<file path="config.mk">
export PLATFORM = sky130hd
export DESIGN_NAME = dmem_arbiter
export DESIGN_NICKNAME = d
export VERILOG_FILES = /design/src/rtl/dmem_arb_pkg.sv /design/src/rtl/dmem_arb_sat_counter.sv /design/src/rtl/dmem_arbiter.sv
export SDC_FILE = /design/constraint.sdc
export NUM_CORES = 1
export LEC_CHECK = 0
export CAP_MARGIN = 20
export CORE_MARGIN = 5
export CORE_UTILIZATION = 39
export CTS_BUF_LIST = sky130_fd_sc_hd__clkbuf_4 sky130_fd_sc_hd__clkbuf_8 sky130_fd_sc_hd__clkbuf_16
export CTS_CLUSTER_DIAMETER = 30
export DETAILED_ROUTE_END_ITERATION = 12
export PLACE_DENSITY = 0.9
export SETUP_SLACK_MARGIN = 0.3
export SYNTH_ARGS = -nofsm -noshare
export SYNTH_HDL_FRONTEND = slang
export SYNTH_SLANG_ARGS = --single-unit
</file>
<file path="constraint.sdc">
create_clock -name clock -period 2 [get_ports clock]
set_input_delay 0.3 -clock clock [delete_from_list [all_inputs] [get_ports clock]]
set_output_delay 0.3 -clock clock [all_outputs]
set_load 0.02 [all_outputs]
</file>
<file path="src/rtl/dmem_arb_pkg.sv">
// Shared constants for the data-RAM arbiter: FSM encoding, default widths,
// statistics counter width and a width helper for saturating counters.
package dmem_arb_pkg;

  localparam int DEF_ADDR_W = 12;
  localparam int DEF_DATA_W = 32;
  localparam int STAT_W     = 16;

  localparam logic [1:0] ST_IDLE   = 2'd0;
  localparam logic [1:0] ST_PEND   = 2'd1;
  localparam logic [1:0] ST_RDWAIT = 2'd2;

  // Bits needed to hold values 0..max_val inclusive.
  function automatic int cnt_w(input int max_val);
    return (max_val < 2) ? 1 : $clog2(max_val + 1);
  endfunction

endpackage

</file>
<file path="src/rtl/dmem_arb_sat_counter.sv">
// Saturating up-counter with synchronous clear; clear wins over increment.
module dmem_arb_sat_counter
  import dmem_arb_pkg::*;
#(
  parameter int             W   = 8,
  parameter logic [W-1:0]   MAX = '1
) (
  input  logic         clk,
  input  logic         rst,
  input  logic         inc,
  input  logic         clr,
  output logic [W-1:0] cnt
);

  logic [W-1:0] cnt_q;
  logic [W-1:0] cnt_d;

  always_comb begin
    cnt_d = cnt_q;
    if (clr) begin
      cnt_d = '0;
    end else if (inc && (cnt_q != MAX)) begin
      cnt_d = cnt_q + W'(1);
    end
  end

  always_ff @(posedge clk) begin
    if (rst) begin
      cnt_q <= '0;
    end else begin
      cnt_q <= cnt_d;
    end
  end

  assign cnt = cnt_q;

endmodule

</file>
<file path="src/rtl/dmem_arbiter.sv">
// Data-RAM arbiter: CPU has absolute priority, one auxiliary requester is
// served in CPU-idle cycles. Optional counters: define DMEM_ARBITER_STATS_EN.
module dmem_arbiter
  import dmem_arb_pkg::*;
#(
  parameter int ADDR_W       = DEF_ADDR_W,
  parameter int DATA_W       = DEF_DATA_W,
  parameter int RD_LATENCY   = 1,
  parameter int STARVE_LIMIT = 64
) (
  input  logic              clock,
  input  logic              reset,
  input  logic              cpu_req,
  input  logic              cpu_wren,
  input  logic [ADDR_W-1:0] cpu_addr,
  input  logic [DATA_W-1:0] cpu_wdata,
  output logic [DATA_W-1:0] cpu_rdata,
  input  logic              per_req,
  input  logic              per_wren,
  input  logic [ADDR_W-1:0] per_addr,
  input  logic [DATA_W-1:0] per_wdata,
  output logic              per_ack,
  output logic              per_rvalid,
  output logic [DATA_W-1:0] per_rdata,
  output logic              per_starve,
  output logic              ram_wen,
  output logic [ADDR_W-1:0] ram_addr,
  output logic [DATA_W-1:0] ram_wdata,
  input  logic [DATA_W-1:0] ram_rdata
`ifdef DMEM_ARBITER_STATS_EN
  ,
  output logic [STAT_W-1:0] stat_issued,
  output logic [STAT_W-1:0] stat_blocked
`endif
);

  localparam int              SW         = cnt_w(STARVE_LIMIT);
  localparam logic [SW-1:0]   STARVE_MAX = SW'(STARVE_LIMIT);
  localparam logic [2:0]      LAT_INIT   = 3'(RD_LATENCY);

  logic [1:0]        state_q,      state_d;
  logic              hold_wren_q,  hold_wren_d;
  logic [ADDR_W-1:0] hold_addr_q,  hold_addr_d;
  logic [DATA_W-1:0] hold_wdata_q, hold_wdata_d;
  logic [2:0]        lat_q,        lat_d;
  logic              per_ack_q,    per_ack_d;
  logic              per_rvalid_q, per_rvalid_d;
  logic [DATA_W-1:0] per_rdata_q,  per_rdata_d;

  logic              issue;
  logic              blocked;
  logic              per_sel;
  logic [SW-1:0]     starve_cnt;

  assign issue   = (state_q == ST_PEND) && !cpu_req;
  assign blocked = (state_q == ST_PEND) && cpu_req;
  assign per_sel = issue && !reset;

  always_comb begin
    state_d      = state_q;
    hold_wren_d  = hold_wren_q;
    hold_addr_d  = hold_addr_q;
    hold_wdata_d = hold_wdata_q;
    lat_d        = lat_q;
    per_ack_d    = 1'b0;
    per_rvalid_d = 1'b0;
    per_rdata_d  = per_rdata_q;
    case (state_q)
      ST_IDLE: begin
        if (per_req) begin
          hold_wren_d  = per_wren;
          hold_addr_d  = per_addr;
          hold_wdata_d = per_wdata;
          per_ack_d    = 1'b1;
          state_d      = ST_PEND;
        end
      end
      ST_PEND: begin
        if (issue) begin
          if (hold_wren_q) begin
            state_d = ST_IDLE;
          end else begin
            lat_d   = LAT_INIT;
            state_d = ST_RDWAIT;
          end
        end
      end
      ST_RDWAIT: begin
        // lat_q == 1 is the cycle the RAM presents the data for our address
        lat_d = lat_q - 3'd1;
        if (lat_q == 3'd1) begin
          per_rdata_d  = ram_rdata;
          per_rvalid_d = 1'b1;
          state_d      = ST_IDLE;
        end
      end
      default: state_d = ST_IDLE;
    endcase
  end

  always_ff @(posedge clock) begin
    if (reset) begin
      state_q      <= ST_IDLE;
      hold_wren_q  <= 1'b0;
      hold_addr_q  <= '0;
      hold_wdata_q <= '0;
      lat_q        <= '0;
      per_ack_q    <= 1'b0;
      per_rvalid_q <= 1'b0;
      per_rdata_q  <= '0;
    end else begin
      state_q      <= state_d;
      hold_wren_q  <= hold_wren_d;
      hold_addr_q  <= hold_addr_d;
      hold_wdata_q <= hold_wdata_d;
      lat_q        <= lat_d;
      per_ack_q    <= per_ack_d;
      per_rvalid_q <= per_rvalid_d;
      per_rdata_q  <= per_rdata_d;
    end
  end

  // RAM port mux: the peripheral only ever gets cycles the CPU leaves unused
  always_comb begin
    if (per_sel) begin
      ram_addr  = hold_addr_q;
      ram_wdata = hold_wdata_q;
      ram_wen   = hold_wren_q;
    end else begin
      ram_addr  = cpu_addr;
      ram_wdata = cpu_wdata;
      ram_wen   = cpu_req & cpu_wren & ~reset;
    end
  end

  dmem_arb_sat_counter #(
    .W   (SW),
    .MAX (STARVE_MAX)
  ) u_starve_cnt (
    .clk (clock),
    .rst (reset),
    .inc (blocked),
    .clr (issue),
    .cnt (starve_cnt)
  );

`ifdef DMEM_ARBITER_STATS_EN
  dmem_arb_sat_counter #(
    .W (STAT_W)
  ) u_stat_issued (
    .clk (clock),
    .rst (reset),
    .inc (issue),
    .clr (1'b0),
    .cnt (stat_issued)
  );

  dmem_arb_sat_counter #(
    .W (STAT_W)
  ) u_stat_blocked (
    .clk (clock),
    .rst (reset),
    .inc (blocked),
    .clr (1'b0),
    .cnt (stat_blocked)
  );
`endif

  assign cpu_rdata  = ram_rdata;
  assign per_ack    = per_ack_q;
  assign per_rvalid = per_rvalid_q;
  assign per_rdata  = per_rdata_q;
  assign per_starve = (starve_cnt >= STARVE_MAX);

endmodule
</file>
### Word-level counts from Yosys, hierarchy flattened

Index checks and enable logic that the tools add are counted.

| storage, ports and cells | value |
|---|---|
| bits in registers | 91 |
| logic and storage cells | 53 |
| output and inout port bits | 112 |
| bits of input ports | 126 |

| operators by class | value |
|---|---|
| equality and inequality tests | 8 |
| muxes and demuxes | 13 |
| bitwise operators | 5 |
| magnitude comparators | 1 |
| reductions and logical operators | 15 |
| add/sub/neg operators | 2 |

Operator list:

| cell | count |
|---|---|
| $mux W32 | 1 |
| $mux W12 | 1 |
| $mux W2 | 4 |
| $ne A2 B2 Y1 const B | 4 |
| $add A7 B1 Y7 const B | 1 |
| $ge A7 B7 Y1 const B | 1 |
| $ne A7 B7 Y1 const B | 1 |
| $mux W3 | 2 |
| $pmux W2 S3 | 1 |
| $pmux W3 S2 | 1 |
| $reduce_and A3 Y1 | 2 |
| $reduce_or A2 Y1 | 3 |
| $logic_and A1 B1 Y1 | 4 |
| $reduce_and A2 Y1 | 2 |
| $eq A3 B1 Y1 const B | 1 |
| $mux W1 | 3 |
| $not A1 Y1 | 3 |
| $sub A3 B1 Y3 const B | 1 |
| $and A1 B1 Y1 | 2 |
| $eq A2 B1 Y1 const B | 1 |
| $eq A2 B2 Y1 const B | 1 |
| $logic_not A1 Y1 | 2 |
| $logic_not A2 Y1 | 1 |
| $reduce_bool A2 Y1 | 1 |

### Longest topological paths before layout

Gate-level depths: netlist of the first run.

| logic depth | value |
|---|---|
| depth after elaboration | 4 |
| mapped depth | 7 |
| depth with buffers taken out | 5 |

### Cells and area by module

From an unflattened synthesis of the first run, not the netlist that was laid out.

| second synthesis, totals | value |
|---|---|
| cells, all modules | 495 |
| area, all modules | 4299.1 sq um |

Modules (own cells, without submodules):

| module | cells each | sequential area each (sq um) | area each (sq um) | times used |
|---|---|---|---|---|
| dmem_arbiter | 455 | 1681.6 | 3958.8 | 1 |
| dmem_arb_sat_counter | 40 | 140.1 | 340.3 | 1 |

### Worst setup path after synthesis of the first run

Ideal clock, no wire load.

| timing | value |
|---|---|
| kind | reg2out |
| start point | register state_q[1] |
| end point | output ram_addr[0] |
| arrival | 1.516 ns |
| buffers on the path | 2 |
| stages on the path, launching flop included | 6 |
| required time | 1.700 ns |
| slack | 0.184 ns |
| cells stage by stage | dfxtp_1 or3b_1 buf_6 nor2_8 buf_12 mux2_4 |

| between the ends | value |
|---|---|
| cells in the longest elaborated chain, start to end | 4 |

Ends and longest elaborated chain:

| what | line | source |
|---|---|---|
| from (decl) | dmem_arbiter.sv:41 | `logic [1:0] state_q, state_d;` |
| from (signal assigned) | dmem_arbiter.sv:112 | `state_q <= state_d;` |
| $eq A2 B1 Y1 | dmem_arbiter.sv:55 | `assign issue = (state_q == ST_PEND) && !cpu_req;` |
| $logic_and A1 B1 Y1 | dmem_arbiter.sv:55 |  |
| $logic_and A1 B1 Y1 | dmem_arbiter.sv:57 | `assign per_sel = issue && !reset;` |
| $mux W12 | dmem_arbiter.sv:125 | `if (per_sel) begin` |
| to (decl) | dmem_arbiter.sv:27 | `output logic [ADDR_W-1:0] ram_addr,` |

Every way passes these cells.

### Final worst setup path of the first run

| timing | value |
|---|---|
| start point | register state_q[0] |
| end point | output ram_wdata[11] |

| between the ends | value |
|---|---|
| cells in the longest elaborated chain, start to end | 4 |

Ends and longest elaborated chain:

| what | line | source |
|---|---|---|
| $eq A2 B1 Y1 | dmem_arbiter.sv:55 |  |
| $logic_and A1 B1 Y1 | dmem_arbiter.sv:55 |  |
| $logic_and A1 B1 Y1 | dmem_arbiter.sv:57 |  |
| $mux W32 | dmem_arbiter.sv:125 |  |
| to (decl) | dmem_arbiter.sv:28 | `output logic [DATA_W-1:0] ram_wdata,` |

Every way passes these cells.

==> results of run 1 <==
[logic make-up (layout without fill, tap and decap cells)]
| logic type | after synthesis | count (layout) | synth area share (%) |
|---|---|---|---|
| muxes | 46 | 46 | 15.3 |
| xor gates and xnor gates | 1 | 1 | 0.202 |
| and+or+nand+nor | 188 | 188 | 18.7 |
| AOI/OAI and AO/OA | 95 | 95 | 11.4 |
| DFF | 91 | 91 | 42.0 |
| adders and majority gates | 4 | 4 | 1.15 |
| buffers and inverters | 75 | 285 | 11.3 |
[cells in the mapped netlist, types with 4 or more instances]
master	n	area share, %
sky130_fd_sc_hd__ha_1	4	1.2
sky130_fd_sc_hd__mux2_4	39	13
sky130_fd_sc_hd__buf_4	32	5.5
sky130_fd_sc_hd__mux2_2	5	1.3
sky130_fd_sc_hd__or3_1	5	0.72
sky130_fd_sc_hd__dfxtp_1	91	42
sky130_fd_sc_hd__inv_1	8	0.69
sky130_fd_sc_hd__nand2_1	158	14
sky130_fd_sc_hd__a21oi_1	85	9.8
sky130_fd_sc_hd__nand3_1	5	0.58
sky130_fd_sc_hd__clkbuf_1	15	1.3
sky130_fd_sc_hd__buf_12	4	1.8
sky130_fd_sc_hd__o21ai_0	4	0.46
sky130_fd_sc_hd__buf_2	13	1.5
[through the flow]
step / hold slack [ns] / util [%] / power [mW]
final: 0.458 / 65.6 / 4.42
after global routing: 0.474 / 65.6 / 4.62
after CTS: 0.460 / 64.5 / 4.45
after detailed placement: 0.449 / 60.6 / 2.95
after global placement: 0.440 / 60.6 / 2.92
after floorplan: 0.433 / - / 2.46
[power groups by stage]
stage	Combinational, mW	Clock [mW]	Sequential (mW)
2_1_floorplan	0.499	0	1.96
3_3_place_gp	0.952	0	1.97
3_5_place_dp	0.978	0	1.97
4_1_cts	1.02	1.51	1.93
5_1_grt	1.09	1.58	1.94
6_report	1.03	1.46	1.93
[tightest hold or removal path, stage by stage, from the launching register on]
cell and delay (ns):
sky130_fd_sc_hd__dfxtp_1 0.32, sky130_fd_sc_hd__nand2_1 0.05, sky130_fd_sc_hd__a21oi_1 0.05
[layer usage]
layer | vias to the layer above | wire, um
met5 | - | 7
met4 | 2 | 395
met3 | 28 | 1600
met2 | 198 | 6900
met1 | 1953 | 5360
li1 | 2039 | -
[flip-flops by register name, indices dropped and copies added, names as in the netlist]
register          count
hold_wdata_q         32
per_rdata            32
hold_addr_q          12
u_starve_cnt.cnt      7
lat_q                 3
state_q               2
hold_wren_q           1
per_ack               1
per_rvalid            1
[path summary, 6_finish.rpt]
kind | slack [ns] | to | cells after the start
max | -0.31 | ram_wdata[11] | 7
min | 0.46 | per_rdata[3]$_SDFFE_PP0P_ | 2
max reg2reg | 0.42 | hold_wdata_q[0]$_SDFFE_PP0P_ | 5
min reg2reg | 0.46 | per_rdata[3]$_SDFFE_PP0P_ | 2
[repair_timing]
item / in CTS / in global routing
pin swaps: 2 / 1
endpoints found under the setup margin: 55 / 73
cloned: 3 / 1
hold endpoints to repair: 0 / 0
gates resized for setup: 284 / 33
buffers inserted: 5 / 0
[final cells by class]
cell class              instances  area (um^2)
clock buffers                  10          131
inverters                       8         30.0
fillers                       827         3750
repair buffers                262         2810
clock inverters                 5          103
multi-input cells             334         2070
flip-flops and latches         91         1820
well taps                     140          175
==> metrics.md, run 1 <==
| Metric | Value |
|---|---|
| Maximum clock frequency | 433 MHz |
| Met2 routing resource usage after global routing | 35.3% |
| Worst slack at placement | -0.767 ns |
| Total of hold buffers inserted after clock tree synthesis | 0 |
| Die area | 0.0133 mm^2 |
| Number of pins with negative max-slew slack in the final report | 0 |
| Most common library cell in the layout ignoring fill and taps | sky130_fd_sc_hd__clkdlybuf4s50_1 |
| Total Routed Length | 14300 um |
| Top library cells by usage in the layout, fill and taps aside | 159 x sky130_fd_sc_hd__clkdlybuf4s50_1, 158 x sky130_fd_sc_hd__nand2_1, 90 x sky130_fd_sc_hd__dfxtp_1 |
| Async set-reset flop share out of synthesis | 0% |
| Critical-path cell list | or3b_4 > nor2_8 > buf_12 > buf_6 > buf_16 > mux2_4 > buf_6 |
| Clock period minus final worst setup slack | 2.31 ns |
| Global-route wire length before repair | 21100 um |
| GR met3 Demand/Resource | 7.94% |
| Worst Path Buf+Inv | 4 |
| Worst ir drop on vdd | 0.429 mV |
| Remaining global-route overflow | 0 |
| First-pass iteration count of the detailed router | 4 |
| Startpoint class of the critical path | flop |
| Run status | complete, but fails checks |
| Vias | 4220 |
| Post-place instance area | 0.00660 mm^2 |
| Synthesized netlist cell count | 500 |
| Vias in the first global route | 4364 |
| Final count of hold timing violations | 0 |
| Global-route usage over all layers | 20.1% |
| CP max FO | 7 |
| Startpoint of the worst hold path | per_rdata[3]$_SDFFE_PP0P_ |
| Start of the worst register-to-register path | state_q[1]$_SDFFE_PP0P_ |
| Non-filler cells in the finished layout | 850 |
| Root buffer cell | sky130_fd_sc_hd__clkbuf_8 |
| Average vias per placed instance | 4.96 |
| CP endpoint kind | primary output |
| Mean post-synth cell area | 8.68 um^2 |
| GP Congestion | 0.855 |
| Final instance area | 0.00714 mm^2 |
| Number of setup violations in the final report | 45 |
| Source-to-sink clock delay at the later pin of the worst-skew pair | 0.35 ns |
| Maximum number of buffers from clock root to sink | 2 |
| Die Height | 115 um |
| Crit path DAT | 2.01 ns |
| Avg WL per Cell | 16.8 um |
| Floorplan Core Area | 0.0109 mm^2 |
| Required time at the worst-slack endpoint | 1.70 ns |
| Antenna diode count | 0 |
| Most used flip-flop cell after synthesis | sky130_fd_sc_hd__dfxtp_1 |
| Total number of yosys warnings | 0 |
| Count of max-cap constraint violations | 0 |
| Unrepaired setup endpoints after global routing | yes |
| Busiest grt layer | met2 |
| Net switching component of the power | 1.12 mW |
| Nets in the synthesized netlist | 630 |
| Slew at the pin closest to its max-slew limit | 0.894 ns |
| Detailed Route Iter0 Violations | 214 |
| Normalized max-slew margin | 40.4% |
| Family with the most delay on the worst path | simple AND/OR/NAND/NOR gates |
| Setup CP Type | reg2out |
| Clk network pwr share | 33.1% |
| Crit path max-delay cell type | sky130_fd_sc_hd__or3b_4 |
| Delay of the slowest cell on the worst path | 0.41 ns |
| Hold crit path type | reg2reg |
| Sum Neg Setup Slack | -10.74 ns |
| Relative area change from synthesis to final layout | 64.5% |
| Die span in x | 115 um |
| Power per cell area | 620 mW/mm^2 |
| Post-Route Skew | 0.00728 ns |
| Pin count of the biggest net entering global routing | 85 |
| FF+latch count, synth | 91 |
| Routed Antenna Nets | 0 |
| Routing usage on met1 | 21.4% |
| Number of placed cells counting well taps | 826 |
| Clock-pin slew on the worst setup and hold paths | 0.09 ns |
| # IOs | 238 |
| Share of cells above drive strength 1 | 19.3% |
| Number of antenna violations at the first check in global routing | 1 |
| Synth Cell Area | 0.00434 mm^2 |
| Tcrit/Tclk final | 116% |
| Count of port buffers added during placement | 237 |
| CTS Buf Count | 9 |
| H-tree levels | 3 |
| Violations in the final reports | setup timing |
| Cell internal power dissipation | 3.30 mW |
| Post-route DRC | 0 |
| TritonCTS Sinks | 91 |
| Number of synthesized flops with an enable pin | 0 |
| Dpl hpwl | 10300 um |
| Reg power frac | 43.6% |
| Post-synthesis sequential area ratio | 42.0% |
| Gate power share | 23.3% |
| Switching part of the total | 25.3% |
| Static power due to leakage | 2.94 nW |
| Starting Density | 39.9% |
| Net total in the final layout | 836 |
| Row count | 38 |
| Clock tree from TritonCTS | done |
| CP Launch Point | state_q[0]$_SDFFE_PP0P_ |
| Final critical-path setup slack | -0.312 ns |
| Most frequent cell on the critical path | sky130_fd_sc_hd__buf_6 |
| Number of distinct library cells after synthesis | 39 |
Note: power is estimated with default switching activity, not from simulation.
==> run 2, diff against run 1 <==
SLEW_MARGIN = 25   (was unset)
==> results of run 2 <==
Final layout, timing and power as in run 1 (identical DEF).
